===== config.mk =====
export PLATFORM = sky130hd
export DESIGN_NAME = spi_sensor_pkt_rx
export DESIGN_NICKNAME = d
export VERILOG_FILES = /design/src/rtl/spi_pkt_pkg.sv /design/src/rtl/spi_in_sync.sv /design/src/rtl/spi_sensor_pkt_rx.sv
export SDC_FILE = /design/constraint.sdc
export NUM_CORES = 1
export LEC_CHECK = 0
export CORE_MARGIN = 1
export CORE_UTILIZATION = 30
export DETAILED_ROUTE_END_ITERATION = 6
export PLACE_DENSITY = 0.53
export SYNTH_ARGS = -nofsm -noshare
export SYNTH_HDL_FRONTEND = slang
export SYNTH_SLANG_ARGS = --single-unit
export TNS_END_PERCENT = 20

===== constraint.sdc =====
create_clock -name clk -period 2.2 [get_ports clk]
set_clock_uncertainty 0.1 [all_clocks]
set_input_delay 0.22 -clock clk [delete_from_list [all_inputs] [get_ports clk]]
set_output_delay 0.22 -clock clk [all_outputs]
set_load 0.05 [all_outputs]

===== src/rtl/spi_pkt_pkg.sv =====
// Shared types and byte-layout constants for the SPI sensor packet receiver.
package spi_pkt_pkg;

  typedef enum logic [1:0] {IDLE, RECV, CHECK} state_t;

  typedef enum logic [2:0] {
    ERR_NONE = 3'd0,
    ERR_LEN  = 3'd1,
    ERR_HDR  = 3'd2,
    ERR_ID   = 3'd3,
    ERR_CSUM = 3'd4
  } err_t;

  localparam logic [7:0] HEADER_DEF = 8'hAA;

  localparam int HDR_OFS   = 0;
  localparam int ID_OFS    = 1;
  localparam int FIELD_OFS = 2;

  function automatic int flags_ofs(input int nf);
    return FIELD_OFS + 2 * nf;
  endfunction

  function automatic int trl_ofs(input int nf);
    return FIELD_OFS + 2 * nf + 1;
  endfunction

endpackage


===== src/rtl/spi_in_sync.sv =====
// Multi-flop synchroniser for one async input with a history flop for
// single-cycle rise/fall strobes in the clk domain.
module spi_in_sync #(
  parameter int   STAGES  = 2,
  parameter logic RST_VAL = 1'b0
) (
  input  logic clk,
  input  logic rst_n,
  input  logic d,
  output logic q,
  output logic rise,
  output logic fall
);

  logic [STAGES-1:0] sync_q;
  logic              hist;

  always_ff @(posedge clk or negedge rst_n) begin
    if (!rst_n) begin
      sync_q <= {STAGES{RST_VAL}};
      hist   <= RST_VAL;
    end else begin
      sync_q <= {sync_q[STAGES-2:0], d};
      hist   <= sync_q[STAGES-1];
    end
  end

  assign q    = sync_q[STAGES-1];
  assign rise = q & ~hist;
  assign fall = ~q & hist;

endmodule


===== src/rtl/spi_sensor_pkt_rx.sv =====
// Oversampled SPI mode-0 slave that receives fixed-length sensor packets and
// commits them into per-channel registers. Define SPI_PKT_CHECKSUM_EN to
// enforce the XOR trailer byte.
module spi_sensor_pkt_rx
  import spi_pkt_pkg::*;
#(
  parameter int         NUM_CH      = 2,
  parameter int         NUM_FIELDS  = 6,
  parameter logic [7:0] HEADER      = HEADER_DEF,
  parameter int         SYNC_STAGES = 2
) (
  input  logic                           clk,
  input  logic                           rst_n,
  input  logic                           cs_n,
  input  logic                           sck,
  input  logic                           sdi,
  output logic [NUM_CH*NUM_FIELDS*16-1:0] ch_fields,
  output logic [NUM_CH*8-1:0]            ch_flags,
  output logic [NUM_CH-1:0]              ch_update,
  output logic                           initialized,
  output logic                           error,
  output logic [2:0]                     err_code,
  output logic [15:0]                    pkt_count,
  output logic [7:0]                     err_count
);

  localparam int PKT_BYTES = 2 * NUM_FIELDS + 4;
  localparam int BCW       = $clog2(PKT_BYTES + 2);
  localparam int BIW       = $clog2(PKT_BYTES);
  localparam int FLAGS_OFS = flags_ofs(NUM_FIELDS);
  localparam logic [BCW-1:0] LEN_OK  = BCW'(PKT_BYTES);
  localparam logic [BCW-1:0] LEN_MAX = BCW'(PKT_BYTES + 1);

  logic sck_q, sck_rise, sck_fall;
  logic cs_q, cs_rise, cs_fall;
  logic sdi_s, sdi_rise, sdi_fall;
  logic unused_sync;

  spi_in_sync #(.STAGES(SYNC_STAGES), .RST_VAL(1'b0)) u_sck_sync (
    .clk(clk), .rst_n(rst_n), .d(sck), .q(sck_q), .rise(sck_rise), .fall(sck_fall));
  spi_in_sync #(.STAGES(SYNC_STAGES), .RST_VAL(1'b1)) u_cs_sync (
    .clk(clk), .rst_n(rst_n), .d(cs_n), .q(cs_q), .rise(cs_rise), .fall(cs_fall));
  spi_in_sync #(.STAGES(SYNC_STAGES), .RST_VAL(1'b0)) u_sdi_sync (
    .clk(clk), .rst_n(rst_n), .d(sdi), .q(sdi_s), .rise(sdi_rise), .fall(sdi_fall));

  assign unused_sync = ^{sck_q, sck_fall, cs_q, sdi_rise, sdi_fall};

  state_t         state;
  logic [2:0]     bit_cnt;
  logic [BCW-1:0] byte_cnt;
  logic [6:0]     rx_shift;
  logic [7:0]     pkt_buf [PKT_BYTES];
  err_t           chk_code;

`ifdef SPI_PKT_CHECKSUM_EN
  logic [7:0] csum;
  always_comb begin
    csum = 8'h00;
    for (int i = 0; i < PKT_BYTES - 1; i++) csum = csum ^ pkt_buf[i];
  end
`endif

  // Priority-ordered validation of the captured packet, evaluated in CHECK.
  always_comb begin
    chk_code = ERR_NONE;
    if (byte_cnt != LEN_OK)                  chk_code = ERR_LEN;
    else if (pkt_buf[HDR_OFS] != HEADER)     chk_code = ERR_HDR;
    else if (pkt_buf[ID_OFS] >= 8'(NUM_CH))  chk_code = ERR_ID;
`ifdef SPI_PKT_CHECKSUM_EN
    else if (csum != pkt_buf[trl_ofs(NUM_FIELDS)]) chk_code = ERR_CSUM;
`endif
  end

  always_ff @(posedge clk or negedge rst_n) begin
    if (!rst_n) begin
      state       <= IDLE;
      bit_cnt     <= '0;
      byte_cnt    <= '0;
      rx_shift    <= '0;
      for (int i = 0; i < PKT_BYTES; i++) pkt_buf[i] <= '0;
      ch_fields   <= '0;
      ch_flags    <= '0;
      ch_update   <= '0;
      initialized <= 1'b0;
      error       <= 1'b0;
      err_code    <= '0;
      pkt_count   <= '0;
      err_count   <= '0;
    end else begin
      ch_update <= '0;
      case (state)
        IDLE: begin
          if (cs_fall) begin
            state    <= RECV;
            bit_cnt  <= '0;
            byte_cnt <= '0;
            rx_shift <= '0;
          end
        end
        RECV: begin
          // cs_n deassertion takes precedence over a coincident sck edge.
          if (cs_rise) begin
            state <= CHECK;
          end else if (cs_fall) begin
            bit_cnt  <= '0;
            byte_cnt <= '0;
            rx_shift <= '0;
          end else if (sck_rise) begin
            rx_shift <= {rx_shift[5:0], sdi_s};
            bit_cnt  <= bit_cnt + 3'd1;
            if (bit_cnt == 3'd7) begin
              if (byte_cnt < LEN_OK) pkt_buf[byte_cnt[BIW-1:0]] <= {rx_shift, sdi_s};
              if (byte_cnt != LEN_MAX) byte_cnt <= byte_cnt + 1'b1;
            end
          end
        end
        CHECK: begin
          state <= IDLE;
          if (chk_code == ERR_NONE) begin
            for (int c = 0; c < NUM_CH; c++) begin
              if (pkt_buf[ID_OFS] == 8'(c)) begin
                for (int f = 0; f < NUM_FIELDS; f++)
                  ch_fields[(c*NUM_FIELDS+f)*16 +: 16] <=
                    {pkt_buf[FIELD_OFS+2*f], pkt_buf[FIELD_OFS+2*f+1]};
                ch_flags[c*8 +: 8] <= pkt_buf[FLAGS_OFS];
                ch_update[c]       <= 1'b1;
              end
            end
            initialized <= 1'b1;
            error       <= 1'b0;
            err_code    <= ERR_NONE;
            pkt_count   <= pkt_count + 16'd1;
          end else begin
            error    <= 1'b1;
            err_code <= chk_code;
            if (err_count != 8'hFF) err_count <= err_count + 8'd1;
          end
        end
        default: state <= IDLE;
      endcase
    end
  end

endmodule


==> run metrics, run 1 <==
outcome=complete, no violations; gr usage total=0.150; Filler Cells Inserted=roughly 4600; Power Dens Cells=between 700 and 800 nW/µm²; RSZ-0062 raised after global routing=true; mapped cell area=roughly 15000 µm²; Core ar.=approximately 50000 µm²; final setup violation count=0; Setup TNS=0 ns; Area after DPL=around 19000 µm²; worst path required time=roughly 2.5 ns; met3 Track Usage GR=0.0399; drt pass-1 iters=5; NetSw=0.00354 W; Clk pwr share=0.484; initial antenna violation count=0; Vias per Instance=~4.5; CTS Buffer Depth=3; first-pass GRT wire length=58300 µm; cells after synthesis=around 940; TritonCTS buffer count=45; clk_lat worst skew=between 0.5 and 0.6 ns; clock-pin slew on the worst setup and hold paths=about 0.060 ns; Hold Vio Cnt, Final=0; root buf cell=clkbuf_16; CP peak stage delay=0.41 ns; Setup WS pre-CTS=-0.0843 ns; final wirelength=~38000 µm; worst path bufs/invs=1; IO Port Bufs=around 240; Synth async-reset ratio=1.00; die width=227 µm; syn avg cell area=around 16 µm²; Slew Limit Fails=0; Switching Fraction=0.228; leak pwr=10.1 nW; post-DP HPWL=between 20000 and 30000 µm; Combinational Power Share=0.050; GRT Residual Overflow=0; Synth Register Bits=around 380; Final Cycle Share=0.990; VDD IR max=roughly 0.42 mV; Avg WL per Cell=19.4 µm; grt met2 use=0.222; Synth Net Count=between 900 and 1000; fmax=459 MHz; nets=1280; Max-Cap Viols=0; die area=slightly above 50000 µm²; Worst Hold Class=in -> async; ANT nets after route=0; CP Max Fanout=42; vias in the first global route=9244; Synth warnings=0; worst-margin pin slew=roughly 0.73 ns; CTS tree=yes; initial core utilization=0.303; row cnt=a little over 80; hold_ws=about 0.10 ns; gr busiest metal=met2; WP data arrival=~2.5 ns; Top delay family on crit path=simple AND/OR/NAND/NOR gates; Most used DFF post-synth=dfrtp_1; fin util=0.415; max_slew headroom=0.516; Ports=~240; Routability Congestion=0.805; crit path kind=reg -> reg; layout cell share with drive strength beyond 1=0.397; Final Cell Area=20700 µm²; clk sink count=about 380; H-tree depth=2; slowest cell on the critical path=dfrtp_1; Internal Power=about 0.012 W; largest net degree at the start of global routing=60; Worst setup SP type=flip-flop; Area Growth Syn to Fin=36.7%; sequential fraction of the synthesis area=0.633; Die Y-Extent=227 µm; fin crit period=2.18 ns; PnR worst setup slack=0.0230 ns; synth unique cells=~50; CP endpoint kind=flip-flop; sequential fraction of design power=0.465; Initial DRC Count=approximately 320; via count=8888; CP Cell Sequence=nor4_4 -> nand4_1 -> nor2_2 -> nand2_4 -> buf_12 -> mux2_1; EDFF count, synth=0; drt drc=0; GR Util met1=0.211
-- flip-flops by register name, summed over array words and instances (netlist names), 3 cells and up --
signal,flops
bit_cnt,3
byte_cnt,5
ch_fields,192
ch_flags,16
err_count,8
pkt_buf,120
pkt_count,16
rx_shift,7
-- what timing repair did --
item / 4_1_cts / 5_1_grt
pin swaps: 0 / 4
endpoints found under the setup margin: 44 / 320
hold buffers: 4 / 0
gates resized for setup: 7 / 39
endpoints found under the hold margin: 383 / 0
cloned: 0 / 1
setup buffers: 0 / 3
-- kinds of logic (layout without fill, tap and decap cells) --
kind of cell             after synthesis  count (layout)  share of synthesized area
AO/OA/AOI/OAI                         28              28                     0.0116
AND/OR/NAND/NOR                      117             117                     0.0535
other                                  1               2                   0.000247
XOR/XNOR                              22              22                     0.0127
adder cells (fa/ha/maj)               10              10                    0.00826
flip-flops                           383             383                      0.633
buffers and inverters                 49             406                     0.0215
multiplexers                         331             331                      0.260
-- stage by stage --
| stage | total power [W] | instances |
|---|---|---|
| global route | 0.0161 | 1970 |
| floorplan | 0.00769 | 941 |
| finish | 0.0155 | 1971 |
| detailed placement | 0.00816 | 1883 |
| global placement | 0.00814 | 1883 |
| CTS | 0.0158 | 1967 |
-- layout by cell type, fill, tap and decap left out, types with 7 or more instances in the layout --
cell type	synthesis	layout
buf_12	0	20
buf_4	2	46
clkbuf_1	12	10
clkbuf_16	0	48
clkbuf_8	0	15
clkdlybuf4s50_1	0	235
dfrtp_1	380	380
ha_1	10	8
inv_1	9	7
mux2_2	271	258
mux2_4	55	70
nand2_1	36	34
nand3_1	11	11
nand3_4	8	9
nor2_1	18	17
o21ai_0	14	13
xnor2_1	9	9
xor2_1	13	13
-- final cells by class --
class | count | area (µm²) | share of cell area
multi-input cells | 509 | 5420 | 0.262
repair buffers | 317 | 3310 | 0.160
well taps | 672 | 841 | 0.0406
clock inverters | 8 | 98.8 | 0.00477
clock buffers | 72 | 1420 | 0.0686
inverters | 9 | 33.8 | 0.00163
flip-flops and latches | 383 | 9590 | 0.463
diodes | 1 | 2.50 | 0.000121
-- path summary, 6_finish.rpt --
kind | startpoint | endpoint | slack, ns | cells past startpoint
max | pkt_buf[117] | ch_flags[14] | 0.02 | 6
min | rst_n | pkt_buf[43] | 0.10 | 2
max reg2reg | pkt_buf[117] | ch_flags[14] | 0.02 | 6
min reg2reg | u_sck_sync.sync_q[0] | u_sck_sync.sync_q[1] | 0.25 | 0
max in group asynchronous | rst_n | u_cs_sync.sync_q[1] | 1.11 | 3
min in group clk | u_sck_sync.sync_q[0] | u_sck_sync.sync_q[1] | 0.25 | 0
-- power groups by stage --
stage | clock network [W] | registers, W | logic [W]
final | 0.00753 | 0.00724 | 0.000778
after global routing | 0.00803 | 0.00725 | 0.000857
after CTS | 0.00776 | 0.00724 | 0.000796
after detailed placement | 0 | 0.00737 | 0.000791
after global placement | 0 | 0.00736 | 0.000780
after floorplan | 0 | 0.00748 | 0.000202
-- metal layers --
metal / vias to the layer above / wire [µm]
li1: 3981 / -
met1: 4616 / 18000
met2: 230 / 16900
met3: 61 / 2470
met4: 0 / 875
met5: - / 0
-- synth_stat cells (4+ instances only) --
cell type / number / area share
nand4_1: 5 / 0.0021
nor2_1: 18 / 0.0045
inv_1: 9 / 0.0022
nand2_1: 36 / 0.0089
mux2_2: 271 / 0.20
dfrtp_1: 380 / 0.63
nand3_4: 8 / 0.0092
xor2_1: 13 / 0.0075
clkbuf_1: 12 / 0.0030
mux2_4: 55 / 0.054
nor3_1: 5 / 0.0017
ha_1: 10 / 0.0083
nor3_2: 4 / 0.0026
mux2_1: 5 / 0.0037
nand4_2: 5 / 0.0041
buf_6: 15 / 0.011
xnor2_1: 9 / 0.0052
a21oi_1: 4 / 0.0013
buf_2: 9 / 0.0030
nand3_1: 11 / 0.0036
o21ai_0: 14 / 0.0046
Power figures use the tool's default switching activity.
==> run 2, diff against run 1 <==
==> constraint.sdc (replaced) <==
create_clock -name clk -period 2.2 [get_ports clk]
set_clock_uncertainty 0.1 [all_clocks]
set_input_delay 0.44 -clock clk [delete_from_list [all_inputs] [get_ports clk]]
set_output_delay 0.44 -clock clk [all_outputs]
set_load 0.05 [all_outputs]
==> run 2 against run 1 <==
Against the previous run:
- the flow now finishes with violations (setup timing)
- global-route usage about the same
- hold slack better by 0.083 ns
- critical path depth up 2
- register-to-register slack worse by 0.06 ns
==> run metrics, run 2 (same netlist as run 1, synthesis figures left out) <==
outcome=finished with violations; failing checks=setup timing; Reg-to-Reg Start=u_cs_sync.sync_q[1]; Worst Hold Class=in -> reg; most flop-heavy register=ch_fields; Internal Power=0.0118 W (-1.9%); H-tree depth=2 (unchanged); initial antenna violation count=0 (unchanged); drt pass-1 iters=4 (-1); Setup WS pre-CTS=-0.0541 ns (+0.0302 ns); sequential fraction of design power=0.469 (+0.004); die area=51400 µm² (unchanged); row cnt=82 (unchanged); initial core utilization=0.303 (unchanged); setup slack, reg-to-reg=-0.03 ns (-0.06 ns); TritonCTS buffer count=45 (unchanged); final setup violation count=24 (+24); CP peak stage delay=0.55 ns (+0.14 ns); fmax=448 MHz (-2.5%); ANT nets after route=0 (unchanged); commonest non-fill, non-tap cells in the layout=dfrtp_1, mux2_2, dlygate4sd2_1, mux2_4, buf_4; CTS Buffer Depth=3 (unchanged); CP Max Fanout=8 (-81%); layout cell share with drive strength beyond 1=0.401 (+0.00417); Switching Fraction=0.235 (+0.00739); Max-Cap Viols=0 (unchanged); max_slew headroom=0.539 (+0.0232); clock-pin slew on the worst setup and hold paths=0.06 ns (about the same); Slew Limit Fails=0 (unchanged); CP Cell Sequence=inv_2 -> ha_4 -> nand2_4 -> nor4_4 -> buf_6 -> buf_12 -> nand4_4 -> mux2_4; crit path kind=reg -> reg; commonest non-fill, non-tap cell in the layout=dfrtp_1; Hold Vio Cnt, Final=0 (unchanged); Setup TNS=-0.247 ns (-0.247 ns); Filler Cells Inserted=4745 (+2.7%); Core ar.=50000 µm² (unchanged); Combinational Power Share=0.048 (-0.002); VDD IR max=0.489 mV (+17%); WP data arrival=2.58 ns (+0.06 ns); Routability Congestion=0.795 (-1.2%); fin util=0.406 (-0.00871); Die Y-Extent=227 µm (unchanged); PnR worst setup slack=-0.0334 ns (-0.0564 ns); worst-margin pin slew=0.691 ns (-0.0348 ns); gr usage total=0.149 (-0.000325); vias in the first global route=9020 (-2.4%); Area Growth Syn to Fin=33.8%; root buf cell=clkbuf_16; drt drc=0 (unchanged); clk sink count=383 (unchanged); fin crit period=2.23 ns (+0.0564 ns); IO Port Bufs=242 (unchanged); Vias per Instance=4.46 (-1.0%); Worst setup SP type=flip-flop; worst path required time=2.55 ns (about the same); Final Cycle Share=1.02 (+0.0256); CP endpoint kind=flip-flop; leak pwr=11.0 nW (+9.4%); Initial DRC Count=237 (-25%); Avg WL per Cell=19.4 µm (+0.29%); Clk pwr share=0.482 (-0.002); Hold Path Stages=1; Largest register FFs=192 (unchanged); R2R cell count=8 (+2); largest net degree at the start of global routing=66 (+10%); post-DP HPWL=25000 µm (-2.7%); nets=1269 (-0.86%); Hold Crit Start=cs_n; Largest regs=ch_fields x192, pkt_buf x120; NetSw=0.00362 W (+2.3%); via count=8742 (-1.6%); die width=227 µm (unchanged); antenna cells=0 (-1); Area after DPL=18800 µm² (-0.81%); FF-to-FF End=pkt_buf[85]; CTS tree=yes; clk_lat worst skew=0.57 ns (about the same); slowest cell on the critical path=dfstp_2; hold_ws=0.186 ns (+0.0832 ns); final wirelength=38100 µm (-0.32%); RSZ-0062 raised after global routing=true; Ports=244 (unchanged); Power Dens Cells=760 nW/µm² (+1.2%); Endpoint, Worst Hold=u_cs_sync.sync_q[0]; GRT Residual Overflow=0 (unchanged); first-pass GRT wire length=57800 µm (-0.79%); Final Cell Area=20300 µm² (-2.1%)
[run 2: cell count changes in the layout (fill, tap and decap cells not counted), moves of 2 or more]
cell             change
buf_4                +8
buf_8                -2
clkbuf_8             -6
clkdlybuf4s15_1      +2
clkdlybuf4s50_1    -232
clkinv_2             +5
dlygate4sd2_1      +219
dlygate4sd3_1        -3
dlymetal6s2s_1       -3
mux2_1               +2
mux2_2              -21
mux2_4              +19
[run 2: power by group through the flow]
| stage | Sequential (W) | Clock, W | Combinational (W) |
|---|---|---|---|
| final | 0.00723 | 0.00743 | 0.000745 |
| after global placement | 0.00736 | 0 | 0.000775 |
| after detailed placement | 0.00736 | 0 | 0.000781 |
| after CTS | 0.00724 | 0.00771 | 0.000762 |
| after floorplan | 0.00748 | 0 | 0.000202 |
| after global routing | 0.00724 | 0.00800 | 0.000825 |
[run 2: per-stage QoR]
step	instances	power, W
final	1959	0.0154
after floorplan	941	0.00769
after CTS	1955	0.0157
after global placement	1874	0.00813
after detailed placement	1874	0.00814
after global routing	1959	0.0161
[run 2: metal layers]
layer | routed length (µm) | part of all wire | vias to the layer above | track usage
met3 | 2400 | 0.063 | 52 | 0.0435
li1 | - | - | 3948 | -
met2 | 16900 | 0.44 | 214 | 0.223
met1 | 18100 | 0.48 | 4528 | 0.211
met4 | 661 | 0.017 | 0 | 0.0390
met5 | 0 | 0 | - | 0
[run 2: what timing repair did]
action	4_1_cts	5_1_grt
hold buffers	1	0
cloned	0	2
pin swaps	0	7
resized for setup	226	56
setup endpoints to repair	347	250
hold endpoints to repair	177	0
buffers inserted	0	2
[run 2: critical path: cells and delay by family (launching register included)]
family	cells	cell delay (ns)
simple gates	3	0.48
mux	1	0.35
flops	1	0.55
fa+ha+maj	1	0.27
buf+inv	3	0.37
[run 2: layout make-up]
class                   instances  area, µm²  share of cell area
flip-flops and latches        383       9590               0.473
multi-input cells             509       5470               0.270
repair buffers                306       2880               0.142
clock buffers                  64       1290              0.0635
well taps                     672        841              0.0415
clock inverters                16        184             0.00907
inverters                       9       33.8             0.00167
[run 2: how the worst max path moves through the flow]
stage | start | end
after global placement | u_cs_sync.sync_q[1] | pkt_buf[110]
after CTS | u_cs_sync.sync_q[1] | pkt_buf[110]
final | u_cs_sync.sync_q[1] | pkt_buf[85]
after global routing | u_cs_sync.sync_q[1] | pkt_buf[85]
after floorplan | u_cs_sync.sync_q[1] | pkt_buf[112]
after detailed placement | u_cs_sync.sync_q[1] | pkt_buf[110]
==> run 3, diff against run 2 <==
--- a/config.mk
+++ b/config.mk
@@ -9,6 +9,7 @@
 export CORE_UTILIZATION = 30
 export DETAILED_ROUTE_END_ITERATION = 6
 export PLACE_DENSITY = 0.53
+export REMOVE_ABC_BUFFERS = 1
 export SYNTH_ARGS = -nofsm -noshare
 export SYNTH_HDL_FRONTEND = slang
 export SYNTH_SLANG_ARGS = --single-unit
==> run 3 against run 2 <==
Against the previous run:
- the run now ends clean
- cell area decreased by 0.65%
- first-iteration DRC count rose by 25%
- sequential power is essentially flat
- cell count grew 0.15%
- flip-flop and latch count unchanged
- largest power group unchanged
==> run metrics, run 3 (same netlist as run 1, synthesis figures left out) <==
Slew Limit Fails=0 (unchanged); crit path kind=reg -> reg; GRT Residual Overflow=0 (unchanged); VDD IR max=0.529 mV (+8.0%); antenna cells=0 (unchanged); CTS tree=yes; H-tree depth=2 (unchanged); commonest non-fill, non-tap cell in the layout=dfrtp_1; layout cell share with drive strength beyond 1=0.396 (-0.00481); Final Non-Filler Cells=1962 (+0.15%); drt drc=0 (unchanged); nets=1275 (+0.47%); vias in the first global route=9352 (+3.7%); post-CTS setup buffers=0 (unchanged); Power Dens Cells=765 nW/µm² (+0.70%); final setup violation count=0 (-100%); Initial DRC Count=296 (+25%); Max-Cap Viols=0 (unchanged); die area=51400 µm² (unchanged); initial core utilization=0.303 (unchanged); Setup TNS=0 ns (+0.247 ns); max_slew headroom=0.342 (-0.197); ANT nets after route=0 (unchanged); CTS Buffer Depth=3 (unchanged); Core ar.=50000 µm² (unchanged); row cnt=82 (unchanged); Hold Vio Cnt, Final=0 (unchanged); worst-margin pin slew=0.987 ns (+0.296 ns); clk_lat worst skew=0.56 ns (about the same); Vias per Instance=4.47 (+0.21%); Largest regs=ch_fields x192, pkt_buf x120; gr usage total=0.149 (-0.000656); IO Port Bufs=242 (unchanged); die width=227 µm (unchanged); leak pwr=11.0 nW (+0.12%); clock-pin slew on the worst setup and hold paths=0.06 ns (about the same); Largest register FFs=192 (unchanged); fmax=466 MHz (+4.2%); first-pass GRT wire length=58100 µm (+0.51%); Cells after DPL=1885 (+0.59%); CP Max Fanout=8 (unchanged); commonest non-fill, non-tap cells in the layout=dfrtp_1, mux2_2, dlygate4sd2_1, mux2_4, buf_4; fin crit period=2.14 ns (-0.0892 ns); worst path required time=2.54 ns (about the same); RSZ-0062 raised after global routing=true; most flop-heavy register=ch_fields; drt pass-1 iters=5 (+1); post-DP HPWL=24800 µm (-1.0%); CP endpoint kind=flip-flop; Worst setup SP type=flip-flop; outcome=complete, no violations; root buf cell=clkbuf_16; WP data arrival=2.48 ns (-0.10 ns); Avg WL per Cell=19.0 µm (-2.3%); Ports=244 (unchanged); final wirelength=37300 µm (-2.2%); TritonCTS buffer count=44 (-2.2%); Worst Hold Class=in -> reg; largest net degree at the start of global routing=63 (-4.5%); Routability Congestion=0.772 (-3.0%); Area Growth Syn to Fin=32.9%; clk sink count=383 (unchanged); via count=8774 (+0.37%); initial antenna violation count=1 (+1); Power Total=0.0154 W (about the same); Die Y-Extent=227 µm (unchanged); Final Cycle Share=0.975 (-0.0405)
## run 3: power breakdown
group | total, W | internal [W] | switching, W
Clock | 0.00740 | 0.00452 | 0.00288
Sequential | 0.00723 | 0.00713 | 0.0000993
Combinational | 0.000781 | 0.000229 | 0.000552
## run 3: stage by stage
step / utilization / hold slack [ns] / area [µm²] / setup slack, ns
after floorplan: - / 0.0444 / 14900 / -3.73
after global placement: 0.378 / 0.210 / 18900 / -0.0113
after detailed placement: 0.378 / 0.210 / 18900 / -0.0204
after CTS: 0.402 / 0.160 / 20100 / -0.0163
after global routing: 0.403 / 0.177 / 20100 / -0.0725
final: 0.403 / 0.202 / 20100 / 0.0557
## run 3: timing repair
action / in CTS / in global routing
hold endpoints to repair: 188 / 0
setup endpoints to repair: 251 / 305
gates resized for setup: 237 / 13
hold buffers: 1 / 0
pin swaps: 0 / 6
## run 3: path summary, 6_finish.rpt
kind / from / end / slack (ns) / cells past startpoint
max: u_cs_sync.sync_q[1] / pkt_buf[85] / 0.06 / 7
min: cs_n / u_cs_sync.sync_q[0] / 0.20 / 1
max reg2reg: u_cs_sync.sync_q[1] / pkt_buf[85] / 0.06 / 7
min reg2reg: u_sck_sync.sync_q[0] / u_sck_sync.sync_q[1] / 0.25 / 0
max in group asynchronous: rst_n / pkt_buf[52] / 1.04 / 4
min in group asynchronous: rst_n / ch_fields[128] / 0.22 / 2
## run 3: cell type report
type / count / area [µm²]
fillers: 4774 / 29800
flip-flops and latches: 383 / 9590
multi-input cells: 509 / 5330
repair buffers: 313 / 2880
clock buffers: 65 / 1330
well taps: 672 / 841
clock inverters: 11 / 140
inverters: 9 / 33.8
## run 3: worst max-delay path: stages, from the launching register on
cell	delay (ns)
dfstp_2	0.53
inv_2	0.04
ha_4	0.25
nand2_2	0.05
nor4_4	0.25
buf_6	0.23
nand4_4	0.23
mux2_2	0.34
## run 3: layer usage
layer	GRT usage	routed length [µm]	share of wire	up-vias
met1	0.208	17600	0.47	4583
li1	-	-	-	3967
met5	0	0	0	-
met3	0.0294	1750	0.047	47
met2	0.233	17400	0.47	177
met4	0.0416	609	0.016	0
==> patch (settings of run 1) <==
Add an input register stage for `cs_n`, `sck` and `sdi`, cleared by the reset; this delays them by one clock.
--- a/src/rtl/spi_sensor_pkt_rx.sv
+++ b/src/rtl/spi_sensor_pkt_rx.sv
@@ -33,2 +33,18 @@
 
+  logic cs_n_q;
+  logic sck_r;
+  logic sdi_q;
+
+  always_ff @(posedge clk or negedge rst_n) begin
+    if (!rst_n) begin
+      cs_n_q <= '0;
+      sck_r  <= '0;
+      sdi_q  <= '0;
+    end else begin
+      cs_n_q <= cs_n;
+      sck_r  <= sck;
+      sdi_q  <= sdi;
+    end
+  end
+
   logic sck_q, sck_rise, sck_fall;
@@ -39,7 +55,7 @@
   spi_in_sync #(.STAGES(SYNC_STAGES), .RST_VAL(1'b0)) u_sck_sync (
-    .clk(clk), .rst_n(rst_n), .d(sck), .q(sck_q), .rise(sck_rise), .fall(sck_fall));
+    .clk(clk), .rst_n(rst_n), .d(sck_r), .q(sck_q), .rise(sck_rise), .fall(sck_fall));
   spi_in_sync #(.STAGES(SYNC_STAGES), .RST_VAL(1'b1)) u_cs_sync (
-    .clk(clk), .rst_n(rst_n), .d(cs_n), .q(cs_q), .rise(cs_rise), .fall(cs_fall));
+    .clk(clk), .rst_n(rst_n), .d(cs_n_q), .q(cs_q), .rise(cs_rise), .fall(cs_fall));
   spi_in_sync #(.STAGES(SYNC_STAGES), .RST_VAL(1'b0)) u_sdi_sync (
-    .clk(clk), .rst_n(rst_n), .d(sdi), .q(sdi_s), .rise(sdi_rise), .fall(sdi_fall));
+    .clk(clk), .rst_n(rst_n), .d(sdi_q), .q(sdi_s), .rise(sdi_rise), .fall(sdi_fall));
 
Formal check against the unedited RTL: no difference found for any inputs over 4 cycles, from zero or initial values and one cycle with rst_n low; that may be too few to reach the edited logic, so the function may still have changed.
==> patch against run 1 <==
  * Power up 0.19%
  * Final area down 0.24%
  * Area after synthesis down 1.9%
  * Core utilization up 0.76 points
  * Largest cell class unchanged
  * Setup slack worse by 0.18 ns
  * Wire length down 0.33%
  * Hold slack worse by 0.066 ns
  * First-iteration DRC count up 2.2%
  * Sequential cell count up 3
  * The flow now finishes with violations (negative setup slack)
==> patch: results (changes against run 1) <==
setup violators final 135 (+135); run status finished with violations; register area share after synthesis 0.650 (+0.0176); Slowest cell on crit path or4_4; layout cells sized above 1 0.384 (-0.0123); critical path arrival 2.68 ns (+0.16 ns); first-pass GRT wire length 59300 um (+1.7%); R2R depth 6 (unchanged); via/cell ratio 4.51 (about the same); largest net degree at the start of global routing 67 (+12%); CTS Buf Count 44 (-2.2%); leakage 9.96 nW (-1.2%); drt first pass iters 4 (-1); placed cell areas 0.0189 mm^2 (about the same); actual slew at the worst max-slew pin 1.02 ns (+0.299 ns); DR WL/cell 19.3 um (-0.54%); final setup margin -0.160 ns (-0.183 ns); min-delay worst type input port to flop; Synth top cells by count 383 x dfrtp_1, 322 x mux2_2, 30 x nand2_1; DR iter-0 viols 324 (+2.2%); Yosys cell types 53 (+3.9%); ant diodes 0 (-1); failing checks negative setup slack; # nets final 1295 (+1.2%); clock root cell clkbuf_16; H-Tree Depth 2 (unchanged); maximum clock insertion buffer count 3 (unchanged); gate count after technology mapping 952 (+1.2%); worst-path fanout max 23 (-45%); dominant cells by area after synthesis dfrtp_1 64%, mux2_2 24%, ha_1 0.84%; DP Cell Count 1894 (+0.58%); vias in the first global route 9553 (+3.3%); fill count 4486 (-2.9%); DP Wirelength 25300 um (-1.7%); Net Count, Synth 967 (+1.2%); crit-path max cell delay 0.57 ns (+0.16 ns); GP Congestion 0.752 (-6.6%)
patch: path summary, 6_finish.rpt:
kind	start	to	slack [ns]
setup / recovery	pkt_buf[113]	ch_fields[9]	-0.16
hold reg to reg	sdi_q	u_sdi_sync.sync_q[0]	0.23
max in group asynchronous	rst_n	ch_fields[73]	1.17
min in group asynchronous	rst_n	pkt_buf[88]	0.09
hold / removal	sdi	sdi_q	0.04
setup reg to reg	pkt_buf[113]	ch_fields[9]	-0.16
patch: layer usage:
layer / global-route usage / vias to the layer above / wire length (um)
met2: 0.244 / 186 / 17600
met3: 0.0422 / 55 / 2280
met5: 0 / - / 0
li1: - / 4041 / -
met1: 0.203 / 4618 / 17300
met4: 0.0483 / 0 / 852
patch: power breakdown:
group	total, mW	internal, mW	switching, mW
Combinational	0.725	0.229	0.496
Clock	7.51	4.61	2.90
Sequential	7.34	7.19	0.150
patch: through the flow:
step                      power (mW)  TNS, ns  hold WS (ns)  worst slack, ns  utilization
after CTS                       15.9   -16.10      0.000581           -0.189        0.420
after global routing            16.2   -36.49        0.0156           -0.300        0.422
final                           15.6   -13.21        0.0361           -0.160        0.422
after floorplan                 7.77    -9.21        -0.176          -0.0811            -
after detailed placement        8.22   -17.14        0.0970           -0.184        0.386
after global placement          8.21   -14.38        0.0898           -0.158        0.386
patch: cell type report:
type | instances | area [um^2] | share of cell area
clock buffer | 66 | 1280 | 0.0621
clock inverter | 11 | 198 | 0.00957
timing repair buffer | 327 | 3440 | 0.166
tap | 664 | 831 | 0.0402
inverter | 6 | 22.5 | 0.00109
multi-input combinational | 515 | 5230 | 0.253
sequential | 386 | 9660 | 0.468
patch: cells by family after synthesis:
kind of cell,after synthesis,synth area share
adders and majority gates,10,0.00842
AOI/OAI and AO/OA,35,0.0146
xor gates and xnor gates,22,0.0130
other,1,0.000252
DFF,386,0.650
muxes,330,0.250
and+or+nand+nor,117,0.0455
buffers and inverters,51,0.0179
patch: timing repair:
item / 4_1_cts / 5_1_grt
hold endpoints to repair: 385 / 0
hold buffers: 3 / 0
setup buffers: 1 / 0
gates resized for setup: 46 / 22
setup endpoints to repair: 173 / 272
pin swaps: 1 / 2
patch: worst reg2reg max path, cell delays in order, from the launching register on:
cell     delay, ns
dfrtp_1       0.38
or4_4         0.57
nor4_4        0.16
nor3b_4       0.26
buf_4         0.18
buf_12        0.20
mux2_2        0.39
